### src/rtl/reaction_pkg.sv
// Shared state encodings for the multi-player reaction game (FSM and display block).
// Pure constants/helpers, no logic of its own.
package reaction_pkg;

   localparam logic [2:0] ST_IDLE   = 3'd0;
   localparam logic [2:0] ST_WAIT   = 3'd1;
   localparam logic [2:0] ST_READY  = 3'd2;
   localparam logic [2:0] ST_TIMING = 3'd3;
   localparam logic [2:0] ST_DONE   = 3'd4;
   localparam logic [2:0] ST_ERROR  = 3'd5;
   localparam logic [2:0] ST_TMO    = 3'd6;

   // Result states wait for a start press before returning to IDLE.
   function automatic logic is_result_state(input logic [2:0] st);
      return (st == ST_DONE) || (st == ST_ERROR) || (st == ST_TMO);
   endfunction

endpackage

### src/rtl/prio_enc.sv
// Lowest-index priority encoder over the react buttons; purely combinational.
// any flags that at least one request bit is set.
module prio_enc #(
   parameter int NUM_PLAYERS = 4,
   parameter int ID_W        = $clog2(NUM_PLAYERS)
) (
   input  logic [NUM_PLAYERS-1:0] req,
   output logic [ID_W-1:0]        idx,
   output logic                   any
);

   always_comb begin
      idx = '0;
      // Scan downwards so the last match written is the lowest index.
      for (int i = NUM_PLAYERS - 1; i >= 0; i--) begin
         if (req[i]) begin
            idx = ID_W'(i);
         end
      end
   end

   assign any = |req;

endmodule

### src/rtl/multi_reaction_fsm.sv
// Round controller for an N-player reaction game: start -> random wait -> LED -> first press wins.
// One-cycle state latency; outputs decode registered state, stop_timer is a registered pulse.
module multi_reaction_fsm
   import reaction_pkg::*;
#(
   parameter int NUM_PLAYERS = 4,
   parameter int TIME_W      = 14,
   parameter int TIMEOUT     = 9999
) (
   input  logic                           clk,
   input  logic                           reset,
   input  logic                           start_btn,
   input  logic [NUM_PLAYERS-1:0]         react_btn,
   input  logic                           delay_done,
   input  logic [TIME_W-1:0]              elapsed_time,
   output logic                           led,
   output logic                           start_timer,
   output logic                           stop_timer,
   output logic                           done,
   output logic                           timeout,
   output logic                           show_error,
   output logic [NUM_PLAYERS-1:0]         error_mask,
   output logic [$clog2(NUM_PLAYERS)-1:0] winner_id,
   output logic [TIME_W-1:0]              result_time,
   output logic [2:0]                     state_out
);

   localparam int              ID_W      = $clog2(NUM_PLAYERS);
   localparam logic [TIME_W-1:0] TMO_LIMIT = TIME_W'(TIMEOUT);

   logic [2:0]             state_q;
   logic [2:0]             state_d;
   logic                   start_prev_q;
   logic                   start_edge;
   logic [NUM_PLAYERS-1:0] error_mask_q;
   logic [ID_W-1:0]        winner_q;
   logic [TIME_W-1:0]      result_q;
   logic                   stop_q;
   logic [ID_W-1:0]        first_idx;
   logic                   any_react;

   prio_enc #(
      .NUM_PLAYERS (NUM_PLAYERS),
      .ID_W        (ID_W)
   ) u_prio_enc (
      .req (react_btn),
      .idx (first_idx),
      .any (any_react)
   );

   assign start_edge = start_btn & ~start_prev_q;

   always_comb begin
      state_d = state_q;
      case (state_q)
         ST_IDLE:   if (start_edge) state_d = ST_WAIT;
         // A press during the wait is a false start even if the delay expires together.
         ST_WAIT:   if (any_react) state_d = ST_ERROR;
                    else if (delay_done) state_d = ST_READY;
         ST_READY:  state_d = ST_TIMING;
         ST_TIMING: if (any_react) state_d = ST_DONE;
                    else if (elapsed_time >= TMO_LIMIT) state_d = ST_TMO;
         ST_DONE, ST_ERROR, ST_TMO: if (start_edge) state_d = ST_IDLE;
         default:   state_d = ST_IDLE;
      endcase
   end

   always_ff @(posedge clk or posedge reset) begin
      if (reset) begin
         state_q      <= ST_IDLE;
         start_prev_q <= 1'b0;
         error_mask_q <= '0;
         winner_q     <= '0;
         result_q     <= '0;
         stop_q       <= 1'b0;
      end else begin
         state_q      <= state_d;
         start_prev_q <= start_btn;
         stop_q       <= (state_q == ST_TIMING) && (state_d != ST_TIMING);
         if (state_q == ST_WAIT && any_react) begin
            error_mask_q <= react_btn;
         end
         if (state_q == ST_TIMING && any_react) begin
            winner_q <= first_idx;
            result_q <= elapsed_time;
         end
         if (is_result_state(state_q) && start_edge) begin
            error_mask_q <= '0;
            winner_q     <= '0;
            result_q     <= '0;
         end
      end
   end

   assign led         = (state_q == ST_READY) || (state_q == ST_TIMING);
   assign start_timer = (state_q == ST_READY);
   assign stop_timer  = stop_q;
   assign done        = (state_q == ST_DONE);
   assign timeout     = (state_q == ST_TMO);
   assign show_error  = (state_q == ST_ERROR);
   assign error_mask  = error_mask_q;
   assign winner_id   = winner_q;
   assign result_time = result_q;
   assign state_out   = state_q;

endmodule

### config.mk
export PLATFORM = sky130hd
export DESIGN_NAME = multi_reaction_fsm
export DESIGN_NICKNAME = d
export VERILOG_FILES = /design/src/rtl/reaction_pkg.sv /design/src/rtl/prio_enc.sv /design/src/rtl/multi_reaction_fsm.sv
export SDC_FILE = /design/constraint.sdc
export NUM_CORES = 1
export LEC_CHECK = 0
export ABC_AREA = 1
export ABC_CLOCK_PERIOD_IN_PS = 1470
export CORE_MARGIN = 10
export CORE_UTILIZATION = 61
export CTS_CLUSTER_DIAMETER = 40
export DETAILED_ROUTE_END_ITERATION = 8
export DONT_BUFFER_PORTS = 1
export PLACE_DENSITY_LB_ADDON = 0.1
export SYNTH_ARGS = -nofsm -noshare
export SYNTH_HDL_FRONTEND = slang
export SYNTH_SLANG_ARGS = --single-unit
export TNS_END_PERCENT = 50
### constraint.sdc
create_clock -name clk -period 1.47 [get_ports clk]
set_input_delay 0.294 -clock clk [delete_from_list [all_inputs] [get_ports clk]]
set_output_delay 0.294 -clock clk [all_outputs]
set_load 0.03 [all_outputs]
==> results_tabular.tex <==
\begin{tabular}{lr}
\hline
Metric & Value \\
\hline
\multicolumn{2}{l}{\textbf{Floorplanning}} \\
Number of ports placed on the die boundary & just over 50 \\
Starting utilization of the core area & 64.9\% \\
Area of the core & 2000 um\^{}2 \\
Vertical die dimension & 66.1 um \\
Row cnt & 16 \\
Full die area & 4370 um\^{}2 \\
Die width & 66.1 um \\
\multicolumn{2}{l}{\textbf{Critical path}} \\
CP Launch Point & state\_out[0] \\
Delay of the slowest critical-path stage & 0.49 ns \\
Worst Setup Start Kind & register \\
Startpoint of the worst-slack reg-to-reg timing path & state\_out[2] \\
Crit Path Max Fanout & 4 \\
Worst-path cell with the longest stage delay & sky130\_fd\_sc\_hd\_\_dfrtp\_2 \\
Most used cell, CP & sky130\_fd\_sc\_hd\_\_buf\_6 \\
Arrival time of the worst setup path & 1.30 ns \\
R2r endpoint & state\_out[0] \\
Register-to-Register Setup Slack & approximately 0.070 ns \\
Termination of the worst setup path & done \\
Worst EP required & 1.18 ns \\
Crit end category & primary output \\
Type of the setup path with the least slack & reg2out \\
Count of buffering cells on the critical path with inverters included & 2 \\
Worst reg2reg path depth & 6 \\
Critical path cell sequence & buf\_6, nor3\_4, buf\_6 \\
Instance count on the critical path & 3 \\
Kind of cell adding the most delay to the critical path & flip-flops \\
\multicolumn{2}{l}{\textbf{Clocking}} \\
Insertion delay to the later sink of the worst-skew pair & around 0.31 ns \\
Maximum buffer depth of the clock tree & 2 \\
Sinks on the clock net & 25 \\
Total clock buffers created by CTS & 3 \\
CTS tree & yes \\
CTS H-tree depth & 1 \\
Worst-path clk slew & 0.14 ns \\
Root cell of the clock tree & sky130\_fd\_sc\_hd\_\_clkbuf\_4 \\
\multicolumn{2}{l}{\textbf{Timing}} \\
Relative slew margins & 69.6\% \\
Setup clock skew after layout & around 0.006 ns \\
Actual slew at the worst max-slew pin & between 0.4 and 0.5 ns \\
Hold Fails Final Rpt & 0 \\
Setup violators final & 5 \\
TNS Setup & -0.414 ns \\
Final worst-path cycle share & 108\% \\
Setup repair after global routing missed its margin & true \\
Fin worst setup slack & -0.125 ns \\
Highest achievable clock rate & between 600 and 700 MHz \\
Pins over their slew limit & 0 \\
Hold slack & 0.0492 ns \\
Clock period minus worst slack & 1.59 ns \\
\multicolumn{2}{l}{\textbf{Cells and area}} \\
Commonest cells after routing, fill and taps aside & sky130\_fd\_sc\_hd\_\_nand2\_1, sky130\_fd\_sc\_hd\_\_dfrtp\_1, sky130\_fd\_sc\_hd\_\_nand3\_1 \\
Share of final-layout standard cells stronger than drive strength 1 & about a third \\
Final Instance Area & roughly 1500 um\^{}2 \\
Nets & 189 \\
Final Util & 76.9\% \\
Ant diodes & 0 \\
Most frequent standard cell in the layout excluding fill and tap cells & sky130\_fd\_sc\_hd\_\_nand2\_1 \\
P\&R area growth vs syn & 18.5\% \\
\multicolumn{2}{l}{\textbf{Global routing}} \\
First-pass GRT wire length & 4910 um \\
Via count of the first global-routing pass & 1030 \\
Global router's overall resource usage & between 10\% and 20\% \\
Number of antenna violations at the first check in global routing & 0 \\
Largest net degree at the start of global routing & 26 \\
GRT Residual Overflow & 0 \\
\multicolumn{2}{l}{\textbf{Placement}} \\
Total cell area at the placement stage & 1390 um\^{}2 \\
Number of buffers added on ports & 0 \\
DP HPWL & 2420 um \\
Global placement routability congestion & roughly 0.94 \\
\multicolumn{2}{l}{\textbf{Synthesis}} \\
Post-synthesis sequential element count & 25 \\
Most area-hungry cell type in the Yosys netlist & sky130\_fd\_sc\_hd\_\_dfrtp\_1 \\
Combined area of all synthesized cells & $\sim$1300 um\^{}2 \\
Post-Synthesis Cells & $\sim$150 \\
Number of warnings printed during yosys synthesis & 0 \\
Average footprint of a synthesized cell & 8.78 um\^{}2 \\
Share of the synthesized area in the top cell type & 48.2\% \\
Mapped Nets & 170 \\
Portion of the post-synthesis area used by sequential elements & 48.2\% \\
Unique masters post-synth & 20 \\
Top area cells in the synthesized netlist & sky130\_fd\_sc\_hd\_\_dfrtp\_1, sky130\_fd\_sc\_hd\_\_nand2\_1, sky130\_fd\_sc\_hd\_\_nand3\_1, sky130\_fd\_sc\_hd\_\_inv\_1, sky130\_fd\_sc\_hd\_\_nand3\_2 \\
\multicolumn{2}{l}{\textbf{Detailed routing}} \\
Final antenna-violating net count & 0 \\
Iteration-0 DRC Markers & 94 \\
Vias per inst & 5.54 \\
Number of DRC violations after detailed routing & 0 \\
Number of vias in the routed layout & 1070 \\
Drt wl/cell & 17.2 um \\
Pre-antenna DRT Iters & 6 \\
Drt total wl & 3310 um \\
\multicolumn{2}{l}{\textbf{Run status}} \\
Status & complete, but fails checks \\
Violated checks & setup timing \\
\multicolumn{2}{l}{\textbf{Pwr}} \\
Power per cell area & 1590 nW/um\^{}2 \\
Max rail drop VDD & 1.02 mV \\
Leakage power total & 0.789 nW \\
\multicolumn{2}{l}{\textbf{Min path}} \\
Worst min path class & in2reg \\
\multicolumn{2}{l}{\textbf{Job}} \\
Number of max-cap violations & 0 \\
\hline
\end{tabular}
==> worst min-delay path by stage <==
stage | cells past startpoint | slack, ns | end | startpoint
6_report | 1 | 0.05 | winner_id[1] | react_btn[1]
5_1_grt | 1 | 0.04 | winner_id[1] | react_btn[0]
4_1_cts | 1 | 0.05 | winner_id[1] | react_btn[1]
3_5_place_dp | 1 | 0.21 | result_time[3] | reset
3_3_place_gp | 1 | 0.21 | result_time[3] | reset
2_1_floorplan | 1 | 0.32 | error_mask[0] | reset
==> cells in the mapped netlist, drive strengths merged <==
cell   instances
a21oi          3
buf            4
dfrtp         25
inv           23
nand2         34
nand3         28
nand4          1
nor2          12
nor3           4
o21ai         12
o22ai          1
o41ai          1
==> registers in the layout (all words and copies together) (netlist names) <==
signal and cells:
result_time 14, start_prev_q 1, stop_timer 1, winner_id 2, state_out 3, error_mask 4
==> report_power, final <==
part	switching (mW)	total [mW]	internal, mW
Combinational	0.542	0.883	0.341
Clock	0.204	0.306	0.102
Sequential	0.418	1.27	0.847
==> layer usage <==
metal  track usage, %  up-vias  part of all wire [%]
met5                0        -                     0
met4             4.19        0                   1.9
met3             6.27        8                    12
met2             23.7       53                    49
met1             15.9      494                    37
li1                 -      515                     -
==> logic make-up (layout without fill, tap and decap cells) <==
| kind of cell | count (synthesis) | in the layout | synth area share [%] |
|---|---|---|---|
| simple gates | 79 | 79 | 32.2 |
| compound gates | 17 | 17 | 9.83 |
| buf+inv | 27 | 45 | 9.83 |
| flops | 25 | 25 | 48.2 |
==> repair_timing <==
action                     CTS  global route
hold buffers                 2             0
hold endpoints to repair    12             0
resized for setup           12             8
buffers inserted             4             2
pin swaps                    3             7
setup endpoints to repair    5            10
==> layout make-up <==
class,instances,area (um^2)
Sequential cell,25,629
Multi-Input combinational cell,96,589
Clock inverter,1,5.00
Inverter,23,91.3
Clock buffer,3,22.5
Tap cell,27,33.8
Timing Repair Buffer,18,168
Fill cell,134,463
==> per-stage QoR <==
stage / worst slack [ns] / cells / total power [mW]
3_3_place_gp: 0.144 / 181 / 1.99
2_1_floorplan: -0.0685 / 148 / 1.80
4_1_cts: -0.116 / 191 / 2.42
6_report: -0.125 / 193 / 2.45
5_1_grt: -0.175 / 193 / 2.59
3_5_place_dp: 0.0751 / 181 / 2.02
Note: power is estimated with default switching activity, not from simulation.
